===== src/rtl/i2c_slave_frontend_pkg.sv =====
// Shared definitions for the I2C slave front end.
//   i2c_state_e    : FSM state encoding of the bit-level engine
//   I2C_ACK/NACK   : SDA level of an acknowledge / not-acknowledge bit
//   I2C_RW_READ    : value of the R/W address bit for a read transfer
//   I2C_ADDR_UNSET : slave address value meaning "not latched yet"
//   I2C_LAST_BIT   : bit counter value of the eighth bit of a byte
package i2c_pkg;

  typedef enum logic [2:0] {
    ST_IDLE,
    ST_ADDR,
    ST_ADDR_ACK,
    ST_WR_DATA,
    ST_WR_ACK,
    ST_RD_DATA,
    ST_RD_ACK,
    ST_WAIT_STOP
  } i2c_state_e;

  localparam logic       I2C_ACK        = 1'b0;
  localparam logic       I2C_NACK       = 1'b1;
  localparam logic       I2C_RW_READ    = 1'b1;
  localparam logic [6:0] I2C_ADDR_UNSET = 7'd0;
  localparam logic [2:0] I2C_LAST_BIT   = 3'd7;

endpackage


===== src/rtl/i2c_slave_frontend_if.sv =====
// Bus bundle between the I2C slave front end and its surroundings
// (pads, address-config block, register side).
//   slave  modport : view of the front end itself
//   master modport : view of the pads / register side driving it
interface i2c_slave_frontend_if;
  logic       scl_i;
  logic       sda_i;
  logic       sda_oe_o;
  logic [6:0] slave_address_i;
  logic       start_o;
  logic       stop_o;
  logic       addressed_o;
  logic       rw_o;
  logic [7:0] rx_data_o;
  logic       rx_valid_o;
  logic       tx_req_o;
  logic [7:0] tx_data_i;
  logic       busy_o;

  modport slave (
    input  scl_i, sda_i, slave_address_i, tx_data_i,
    output sda_oe_o, start_o, stop_o, addressed_o, rw_o,
           rx_data_o, rx_valid_o, tx_req_o, busy_o
  );

  modport master (
    output scl_i, sda_i, slave_address_i, tx_data_i,
    input  sda_oe_o, start_o, stop_o, addressed_o, rw_o,
           rx_data_o, rx_valid_o, tx_req_o, busy_o
  );
endinterface


===== src/rtl/i2c_bus_sync.sv =====
// Synchronizes raw SCL/SDA into clk_i and derives single-cycle events.
//   clk_i, rst_n_i : clock, async active-low reset
//   scl_i, sda_i   : raw pad inputs
//   sda_o          : synchronized SDA level
//   scl_rise_o     : synced SCL rising edge pulse
//   scl_fall_o     : synced SCL falling edge pulse
//   start_o        : SDA fell while SCL high
//   stop_o         : SDA rose while SCL high
module i2c_bus_sync #(
  parameter int SYNC_STAGES = 2
) (
  input  logic clk_i,
  input  logic rst_n_i,
  input  logic scl_i,
  input  logic sda_i,
  output logic sda_o,
  output logic scl_rise_o,
  output logic scl_fall_o,
  output logic start_o,
  output logic stop_o
);

  logic [SYNC_STAGES-1:0] scl_sync;
  logic [SYNC_STAGES-1:0] sda_sync;
  logic                   scl_d;
  logic                   sda_d;
  logic                   scl_s;
  logic                   sda_s;

  // Reset to the idle bus level so leaving reset never fakes an edge.
  always_ff @(posedge clk_i or negedge rst_n_i) begin
    if (!rst_n_i) begin
      scl_sync <= '1;
      sda_sync <= '1;
      scl_d    <= 1'b1;
      sda_d    <= 1'b1;
    end else begin
      scl_sync <= {scl_sync[SYNC_STAGES-2:0], scl_i};
      sda_sync <= {sda_sync[SYNC_STAGES-2:0], sda_i};
      scl_d    <= scl_s;
      sda_d    <= sda_s;
    end
  end

  assign scl_s      = scl_sync[SYNC_STAGES-1];
  assign sda_s      = sda_sync[SYNC_STAGES-1];
  assign sda_o      = sda_s;
  assign scl_rise_o = scl_s & ~scl_d;
  assign scl_fall_o = ~scl_s & scl_d;
  assign start_o    = scl_s & scl_d & sda_d & ~sda_s;
  assign stop_o     = scl_s & scl_d & ~sda_d & sda_s;

endmodule


===== src/rtl/i2c_slave_frontend.sv =====
// Bit-level I2C slave engine: address match, ACK generation, write byte
// strobes and read byte fetch. No clock stretching; only SDA is driven.
//   clk_i, rst_n_i : clock, async active-low reset
//   bus            : i2c_slave_frontend_if.slave (pads, own address,
//                    rx/tx byte interface, status)
//
// state        | meaning
// ST_IDLE      | bus free, nothing in progress
// ST_ADDR      | shifting in address + R/W
// ST_ADDR_ACK  | own address seen; drive ACK for one bit
// ST_WR_DATA   | shifting in a write byte
// ST_WR_ACK    | drive ACK for a received byte
// ST_RD_DATA   | shifting out a read byte
// ST_RD_ACK    | sampling master ACK/NACK
// ST_WAIT_STOP | not ours or NACKed; ignore until STOP/START
module i2c_slave_frontend
  import i2c_pkg::*;
#(
  parameter int SYNC_STAGES = 2
) (
  input  logic clk_i,
  input  logic rst_n_i,
  i2c_slave_frontend_if.slave bus
);

  logic sda_s, scl_rise, scl_fall, start_p, stop_p;

  i2c_bus_sync #(.SYNC_STAGES(SYNC_STAGES)) u_sync (
    .clk_i      (clk_i),
    .rst_n_i    (rst_n_i),
    .scl_i      (bus.scl_i),
    .sda_i      (bus.sda_i),
    .sda_o      (sda_s),
    .scl_rise_o (scl_rise),
    .scl_fall_o (scl_fall),
    .start_o    (start_p),
    .stop_o     (stop_p)
  );

  i2c_state_e state_q, state_d;
  logic [7:0] shift_q, shift_d, rx_data_q, rx_data_d;
  logic [2:0] bit_cnt_q, bit_cnt_d;
  logic       sda_oe_q, sda_oe_d, addressed_q, addressed_d, rw_q, rw_d;
  logic       rx_valid_q, rx_valid_d, tx_req_q, tx_req_d, rx_load_q, rx_load_d;
  logic [7:0] shift_in;

  always_ff @(posedge clk_i or negedge rst_n_i) begin
    if (!rst_n_i) begin
      state_q     <= ST_IDLE;
      shift_q     <= 8'h00;
      rx_data_q   <= 8'h00;
      bit_cnt_q   <= 3'd0;
      sda_oe_q    <= 1'b0;
      addressed_q <= 1'b0;
      rw_q        <= 1'b0;
      rx_valid_q  <= 1'b0;
      tx_req_q    <= 1'b0;
      rx_load_q   <= 1'b0;
    end else begin
      state_q     <= state_d;
      shift_q     <= shift_d;
      rx_data_q   <= rx_data_d;
      bit_cnt_q   <= bit_cnt_d;
      sda_oe_q    <= sda_oe_d;
      addressed_q <= addressed_d;
      rw_q        <= rw_d;
      rx_valid_q  <= rx_valid_d;
      tx_req_q    <= tx_req_d;
      rx_load_q   <= rx_load_d;
    end
  end

  assign shift_in = {shift_q[6:0], sda_s};

  always_comb begin
    state_d     = state_q;
    shift_d     = shift_q;
    rx_data_d   = rx_data_q;
    bit_cnt_d   = bit_cnt_q;
    sda_oe_d    = sda_oe_q;
    addressed_d = addressed_q;
    rw_d        = rw_q;
    rx_valid_d  = 1'b0;
    tx_req_d    = 1'b0;
    rx_load_d   = 1'b0;

    // A completed write byte is published the cycle after its last bit.
    if (rx_load_q) begin
      rx_data_d  = shift_q;
      rx_valid_d = 1'b1;
    end

    if (start_p) begin
      state_d     = ST_ADDR;
      bit_cnt_d   = 3'd0;
      sda_oe_d    = 1'b0;
      addressed_d = 1'b0;
    end else if (stop_p) begin
      state_d     = ST_IDLE;
      bit_cnt_d   = 3'd0;
      sda_oe_d    = 1'b0;
      addressed_d = 1'b0;
    end else begin
      case (state_q)
        ST_ADDR: if (scl_rise) begin
          shift_d = shift_in;
          if (bit_cnt_q == I2C_LAST_BIT) begin
            bit_cnt_d = 3'd0;
            if (shift_in[7:1] == bus.slave_address_i &&
                bus.slave_address_i != I2C_ADDR_UNSET) begin
              state_d = ST_ADDR_ACK;
              rw_d    = shift_in[0];
            end else begin
              state_d = ST_WAIT_STOP;
            end
          end else begin
            bit_cnt_d = bit_cnt_q + 3'd1;
          end
        end
        // sda_oe_q doubles as the phase flag: low = ACK bit not started yet.
        ST_ADDR_ACK: if (scl_fall) begin
          if (!sda_oe_q) begin
            sda_oe_d    = ~I2C_ACK;
            addressed_d = 1'b1;
            tx_req_d    = (rw_q == I2C_RW_READ);
          end else if (rw_q == I2C_RW_READ) begin
            state_d   = ST_RD_DATA;
            shift_d   = bus.tx_data_i;
            sda_oe_d  = ~bus.tx_data_i[7];
            bit_cnt_d = 3'd0;
          end else begin
            state_d   = ST_WR_DATA;
            sda_oe_d  = 1'b0;
            bit_cnt_d = 3'd0;
          end
        end
        ST_WR_DATA: if (scl_rise) begin
          shift_d = shift_in;
          if (bit_cnt_q == I2C_LAST_BIT) begin
            rx_load_d = 1'b1;
            state_d   = ST_WR_ACK;
            bit_cnt_d = 3'd0;
          end else begin
            bit_cnt_d = bit_cnt_q + 3'd1;
          end
        end
        ST_WR_ACK: if (scl_fall) begin
          if (!sda_oe_q) begin
            sda_oe_d = ~I2C_ACK;
          end else begin
            sda_oe_d = 1'b0;
            state_d  = ST_WR_DATA;
          end
        end
        // Bit 7 went out on entry; falls 1..7 present bits 6..0, fall 8 releases.
        ST_RD_DATA: if (scl_fall) begin
          if (bit_cnt_q == I2C_LAST_BIT) begin
            sda_oe_d  = 1'b0;
            state_d   = ST_RD_ACK;
            bit_cnt_d = 3'd0;
          end else begin
            shift_d   = {shift_q[6:0], 1'b0};
            sda_oe_d  = ~shift_q[6];
            bit_cnt_d = bit_cnt_q + 3'd1;
          end
        end
        ST_RD_ACK: begin
          if (scl_rise) begin
            if (sda_s == I2C_NACK) state_d = ST_WAIT_STOP;
            else                   tx_req_d = 1'b1;
          end else if (scl_fall) begin
            state_d   = ST_RD_DATA;
            shift_d   = bus.tx_data_i;
            sda_oe_d  = ~bus.tx_data_i[7];
            bit_cnt_d = 3'd0;
          end
        end
        default: ;
      endcase
    end
  end

  assign bus.sda_oe_o    = sda_oe_q;
  assign bus.start_o     = start_p;
  assign bus.stop_o      = stop_p;
  assign bus.addressed_o = addressed_q;
  assign bus.rw_o        = rw_q;
  assign bus.rx_data_o   = rx_data_q;
  assign bus.rx_valid_o  = rx_valid_q;
  assign bus.tx_req_o    = tx_req_q;
  assign bus.busy_o      = (state_q != ST_IDLE);

endmodule


===== src/flat_wrapper.sv =====
// flat-port wrapper written by rule: the top's interface ports become plain ports
module i2c_slave_frontend_flat import i2c_pkg::*;
#(
  parameter int SYNC_STAGES = 2
)
  (clk_i, rst_n_i, bus_scl_i, bus_sda_i, bus_slave_address_i, bus_tx_data_i, bus_sda_oe_o, bus_start_o, bus_stop_o, bus_addressed_o, bus_rw_o, bus_rx_data_o, bus_rx_valid_o, bus_tx_req_o, bus_busy_o);
  i2c_slave_frontend_if bus_i ();
  input  logic clk_i;
  input  logic rst_n_i;
  input wire logic [$bits(bus_i.scl_i)-1:0] bus_scl_i;
  input wire logic [$bits(bus_i.sda_i)-1:0] bus_sda_i;
  input wire logic [$bits(bus_i.slave_address_i)-1:0] bus_slave_address_i;
  input wire logic [$bits(bus_i.tx_data_i)-1:0] bus_tx_data_i;
  output wire logic [$bits(bus_i.sda_oe_o)-1:0] bus_sda_oe_o;
  output wire logic [$bits(bus_i.start_o)-1:0] bus_start_o;
  output wire logic [$bits(bus_i.stop_o)-1:0] bus_stop_o;
  output wire logic [$bits(bus_i.addressed_o)-1:0] bus_addressed_o;
  output wire logic [$bits(bus_i.rw_o)-1:0] bus_rw_o;
  output wire logic [$bits(bus_i.rx_data_o)-1:0] bus_rx_data_o;
  output wire logic [$bits(bus_i.rx_valid_o)-1:0] bus_rx_valid_o;
  output wire logic [$bits(bus_i.tx_req_o)-1:0] bus_tx_req_o;
  output wire logic [$bits(bus_i.busy_o)-1:0] bus_busy_o;
  assign bus_i.scl_i = bus_scl_i;
  assign bus_i.sda_i = bus_sda_i;
  assign bus_i.slave_address_i = bus_slave_address_i;
  assign bus_i.tx_data_i = bus_tx_data_i;
  assign bus_sda_oe_o = bus_i.sda_oe_o;
  assign bus_start_o = bus_i.start_o;
  assign bus_stop_o = bus_i.stop_o;
  assign bus_addressed_o = bus_i.addressed_o;
  assign bus_rw_o = bus_i.rw_o;
  assign bus_rx_data_o = bus_i.rx_data_o;
  assign bus_rx_valid_o = bus_i.rx_valid_o;
  assign bus_tx_req_o = bus_i.tx_req_o;
  assign bus_busy_o = bus_i.busy_o;
  i2c_slave_frontend #(.SYNC_STAGES(SYNC_STAGES)) u_core (.clk_i(clk_i), .rst_n_i(rst_n_i), .bus(bus_i));
endmodule

===== config.mk =====
export PLATFORM = sky130hd
export DESIGN_NAME = i2c_slave_frontend_flat
export DESIGN_NICKNAME = d
export VERILOG_FILES = /design/src/rtl/i2c_slave_frontend_pkg.sv /design/src/rtl/i2c_slave_frontend_if.sv /design/src/rtl/i2c_bus_sync.sv /design/src/rtl/i2c_slave_frontend.sv /design/src/flat_wrapper.sv
export SDC_FILE = /design/constraint.sdc
export NUM_CORES = 1
export LEC_CHECK = 0
export BUFFER_PORTS_ARGS = -buffer_cell sky130_fd_sc_hd__buf_2
export CAP_MARGIN = 15
export CELL_PAD_IN_SITES_DETAIL_PLACEMENT = 0
export CELL_PAD_IN_SITES_GLOBAL_PLACEMENT = 1
export CORE_UTILIZATION = 26
export CTS_CLUSTER_DIAMETER = 40
export CTS_CLUSTER_SIZE = 16
export DETAILED_ROUTE_END_ITERATION = 10
export PLACE_DENSITY = 0.59
export SYNTH_ARGS = -nofsm -noshare
export SYNTH_HDL_FRONTEND = slang
export SYNTH_HIERARCHICAL = 1
export SYNTH_SLANG_ARGS = --single-unit

===== constraint.sdc =====
create_clock -name clk_i -period 5.3 [get_ports clk_i]
set_input_delay 0.53 -clock clk_i [delete_from_list [all_inputs] [get_ports clk_i]]
set_output_delay 0.53 -clock clk_i [all_outputs]
set_load 0.02 [all_outputs]

==> report_table.html <==
<table>
<tr><th>Metric</th><th>Value</th></tr>
<tr><th colspan="2">Route</th></tr>
<tr><td>Post-route antenna net violation count</td><td>0</td></tr>
<tr><td>Final routed wirelength across all metal layers</td><td>4470 um</td></tr>
<tr><td>Routed vias/inst</td><td>around 5</td></tr>
<tr><td>Initial detailed-routing violation count</td><td>64</td></tr>
<tr><td>DRC violations left</td><td>0</td></tr>
<tr><td>Routed via count</td><td>1,484</td></tr>
<tr><td>First-pass DRT Iterations</td><td>5</td></tr>
<tr><td>Drt wl/cell</td><td>around 15 um</td></tr>
<tr><th colspan="2">Synth</th></tr>
<tr><td>Sequential element share of the synthesized area</td><td>0.447</td></tr>
<tr><td>Number of enable flip-flop cells after synthesis</td><td>0</td></tr>
<tr><td>Cells after Synth</td><td>174</td></tr>
<tr><td>Average cell area after synthesis</td><td>11.0 um2</td></tr>
<tr><td>Main combinational cell family by area after synthesis</td><td>compound AO/OA/AOI/OAI gates</td></tr>
<tr><td>Yosys Warn Count</td><td>6</td></tr>
<tr><td>Synthesized-area fraction occupied by ao, oa, aoi and oai cells</td><td>0.161</td></tr>
<tr><td>Fraction of synthesized cell area taken by the top area cell type</td><td>0.365</td></tr>
<tr><td>Yosys reg bits</td><td>34</td></tr>
<tr><td>Simple-gate share of the synthesized area</td><td>0.147</td></tr>
<tr><td>Synthesized netlist net count</td><td>roughly 200</td></tr>
<tr><td>Synth cell types</td><td>46</td></tr>
<tr><td>Multiplexer fraction of the synthesized cell area</td><td>0.157</td></tr>
<tr><td>Synth top area cells</td><td>sky130_fd_sc_hd__dfrtp_1 (37%), sky130_fd_sc_hd__mux2_2 (15%), sky130_fd_sc_hd__dfstp_2 (8.2%), sky130_fd_sc_hd__xor2_1 (3.7%), sky130_fd_sc_hd__nor2b_1 (2.0%)</td></tr>
<tr><td>Adder-cell share of the synthesized area</td><td>0.0130</td></tr>
<tr><td>Top cell type by total area after synthesis</td><td>sky130_fd_sc_hd__dfrtp_1</td></tr>
<tr><td>Predominant post-synthesis flop cell</td><td>sky130_fd_sc_hd__dfrtp_1</td></tr>
<tr><td>Ys async rst share</td><td>1.00</td></tr>
<tr><td>Post-synthesis instance area</td><td>1920 um2</td></tr>
<tr><td>Fraction of synthesized cell area in xor and xnor cells</td><td>0.0365</td></tr>
<tr><th colspan="2">Clock tree</th></tr>
<tr><td>CTS clock-pin slew for the worst setup and hold paths</td><td>around 0.07 ns</td></tr>
<tr><td>CTS tree</td><td>done</td></tr>
<tr><td>Latest clock arrival within the worst-skew pair</td><td>0.28 ns</td></tr>
<tr><td>Root Buffer Master</td><td>sky130_fd_sc_hd__clkbuf_8</td></tr>
<tr><td>Bufs on Longest Clock Path</td><td>2</td></tr>
<tr><td>Number of buffers inserted during clock tree synthesis</td><td>5</td></tr>
<tr><td>Gates resized, CTS repair</td><td>0</td></tr>
<tr><td>Sinks on Clock Net</td><td>34</td></tr>
<tr><td>H-tree levels</td><td>2</td></tr>
<tr><td>Total of hold buffers inserted after clock tree synthesis</td><td>0</td></tr>
<tr><td>Setup Buffers After CTS</td><td>0</td></tr>
<tr><th colspan="2">GRT</th></tr>
<tr><td>Via count of the first global-routing pass</td><td>between 1,000 and 1,500</td></tr>
<tr><td>Combined global-route utilization of all metal layers</td><td>0.128</td></tr>
<tr><td>Leftover overflow at the end of global routing</td><td>0</td></tr>
<tr><td>Maximum number of pins on one net before global-route repair</td><td>35</td></tr>
<tr><td>Number of antenna violations at the first check in global routing</td><td>0</td></tr>
<tr><td>Global-route wire length before repair</td><td>7560 um</td></tr>
<tr><th colspan="2">Final layout</th></tr>
<tr><td>Share of cells above drive strength 1</td><td>0.361</td></tr>
<tr><td>Net count, final</td><td>225</td></tr>
<tr><td>Cell area after layout</td><td>~2200 um2</td></tr>
<tr><td>Layout area overhead</td><td>16.6%</td></tr>
<tr><td>Commonest non-fill, non-tap cells in the layout</td><td>sky130_fd_sc_hd__buf_2 (34), sky130_fd_sc_hd__dfrtp_1 (28), sky130_fd_sc_hd__mux2_2 (25), sky130_fd_sc_hd__nor2_1 (8), sky130_fd_sc_hd__xor2_1 (8)</td></tr>
<tr><td>Antenna diode instance count</td><td>0</td></tr>
<tr><td>Commonest non-fill, non-tap cell in the layout</td><td>sky130_fd_sc_hd__buf_2</td></tr>
<tr><td>Fillcell total</td><td>731</td></tr>
<tr><th colspan="2">Setup path</th></tr>
<tr><td>Kind of capture point of the worst setup path</td><td>register</td></tr>
<tr><td>Worst path slowest cell</td><td>sky130_fd_sc_hd__nor2b_1</td></tr>
<tr><td>Required @ worst endpoint</td><td>~5.5 ns</td></tr>
<tr><td>Element type at the critical path start</td><td>register</td></tr>
<tr><td>Kind of cell adding the most delay to the critical path</td><td>simple AND/OR/NAND/NOR gates</td></tr>
<tr><td>Data arrival time of the worst path</td><td>2.70 ns</td></tr>
<tr><td>Critical path's largest stage delay</td><td>roughly 0.57 ns</td></tr>
<tr><td>Worst path buffer plus inverter count</td><td>0</td></tr>
<tr><td>Critical setup path kind</td><td>register to register</td></tr>
<tr><td>Cells along the critical path</td><td>nor2b_1, nor4bb_1, nor3_2, o2111ai_4, mux2_2</td></tr>
<tr><td>Largest fanout of any net on the critical path</td><td>11</td></tr>
<tr><th colspan="2">STA</th></tr>
<tr><td>Relative slew slack</td><td>0.423</td></tr>
<tr><td>Unrepaired setup endpoints after global routing</td><td>false</td></tr>
<tr><td>Maximum frequency from static timing analysis</td><td>~390 MHz</td></tr>
<tr><td>Count of final max-slew check failures</td><td>0</td></tr>
<tr><td>Final cycle utilization of the critical path</td><td>0.479</td></tr>
<tr><td>Final critical-path required period</td><td>2.54 ns</td></tr>
<tr><td>Hold Vio Cnt, Final</td><td>0</td></tr>
<tr><td>Number of setup violations in the final report</td><td>0</td></tr>
<tr><td>Worst clock skew</td><td>roughly 0.0083 ns</td></tr>
<tr><td>Worst-margin pin slew</td><td>around 0.87 ns</td></tr>
<tr><td>Final setup TNS</td><td>0 ns</td></tr>
<tr><th colspan="2">Floorplan</th></tr>
<tr><td>Num ports</td><td>35</td></tr>
<tr><td>Initial Utilization</td><td>0.276</td></tr>
<tr><td>Die width</td><td>87.9 um</td></tr>
<tr><td>Overall die area</td><td>roughly 7700 um2</td></tr>
<tr><td>Die Ht</td><td>~88 um</td></tr>
<tr><td>Cell row count</td><td>30</td></tr>
<tr><td>Floorplan core area</td><td>between 6000 and 7000 um2</td></tr>
<tr><th colspan="2">Power</th></tr>
<tr><td>Pwr dens</td><td>approximately 460 nW/um2</td></tr>
<tr><td>Leak Pwr</td><td>a little over 1 nW</td></tr>
<tr><td>Peak ir drop on the vdd network</td><td>about 0.18 mV</td></tr>
<tr><th colspan="2">Worst hold path</th></tr>
<tr><td>Class of the tightest hold or removal check</td><td>input pin to asynchronous set/reset pin</td></tr>
<tr><th colspan="2">Placement</th></tr>
<tr><td>Final weighted congestion of routability-driven global placement</td><td>approximately 0.73</td></tr>
<tr><td>Count of input and output buffers</td><td>34</td></tr>
<tr><td>Area post-placement</td><td>around 2200 um2</td></tr>
<tr><td>Final HPWL from detailed placement</td><td>around 3100 um</td></tr>
<tr><th colspan="2">Run</th></tr>
<tr><td>Number of violations of the max-capacitance limit</td><td>0</td></tr>
<tr><th colspan="2">Run status</th></tr>
<tr><td>Outcome</td><td>finished clean</td></tr>
</table>
[area by class of cell]
type	count	area, um2	area share
inverter	4	15.0	0.00672
clock inverter	1	7.51	0.00336
clock buffer	7	76.3	0.0341
multi-input combinational	125	988	0.442
timing repair buffer	34	170	0.0761
tap	96	120	0.0537
sequential	34	858	0.384
[worst paths after layout]
check	startpoint	end	slack (ns)	depth (start not counted)
min in group clk_i	bus_sda_i	u_core/u_sync/sda_sync[0]	0.34	1
worst max-delay path	u_core/u_sync/scl_d	u_core/shift_q[4]	2.76	5
worst max register to register	u_core/u_sync/scl_d	u_core/shift_q[4]	2.76	5
worst min register to register	u_core/u_sync/scl_sync[0]	u_core/u_sync/scl_sync[1]	0.36	0
worst min-delay path	rst_n_i	u_core/state_q[1]	0.32	1
max in group asynchronous	rst_n_i	u_core/bit_cnt_q[2]	4.49	1
[sequential cells by signal, summed over array words and instances, names as in the netlist]
signal	cells
u_core/bus.rx_valid_o	1
u_core/bus.rx_data_o	8
u_core/state_q	3
u_core/rx_load_q	1
u_core/u_sync/scl_sync	2
u_core/bus.tx_req_o	1
u_core/bus.addressed_o	1
u_core/bit_cnt_q	3
u_core/u_sync/sda_d	1
u_core/u_sync/scl_d	1
u_core/bus.sda_oe_o	1
u_core/shift_q	8
u_core/u_sync/sda_sync	2
u_core/bus.rw_o	1
[power by group]
part / leakage (nW) / switching (mW) / internal (mW)
Clock: 0.0385 / 0.0924 / 0.0929
Combinational: 0.546 / 0.182 / 0.205
Sequential: 0.433 / 0.130 / 0.317
[through the flow]
stage | setup slack (ns) | utilization | total power, mW | cells | hold WS (ns)
global route | 2.55 | 0.322 | 1.10 | 301 | 0.322
CTS | 2.78 | 0.322 | 1.04 | 301 | 0.331
finish | 2.76 | 0.322 | 1.02 | 301 | 0.321
detailed placement | 2.82 | 0.310 | 0.840 | 293 | 0.347
floorplan | 3.42 | - | 0.752 | 174 | 0.234
global placement | 2.84 | 0.310 | 0.839 | 293 | 0.346
[cell families after synthesis]
group	count (synthesis)
buf+inv	15
simple gates	49
fa+ha+maj	2
mux	27
flops	34
compound gates	39
xor+xnor	8
[cell usage after synthesis, drive strengths merged, types with 5 or more instances]
library cell / instances
xor2: 8
mux2: 25
nor3: 5
dfrtp: 28
dfstp: 6
nor2b: 6
a21oi: 6
nand2: 6
o21ai: 5
nor2: 8
nand3: 7
buf: 8
[per-layer routing]
layer / track usage / vias up / wire length (um)
met5: 0 / - / 0
met4: 0.0432 / 0 / 55
met3: 0.0339 / 4 / 156
met2: 0.189 / 28 / 2020
met1: 0.181 / 731 / 2240
li1: - / 721 / -
(Power assumes the default switching activity.)
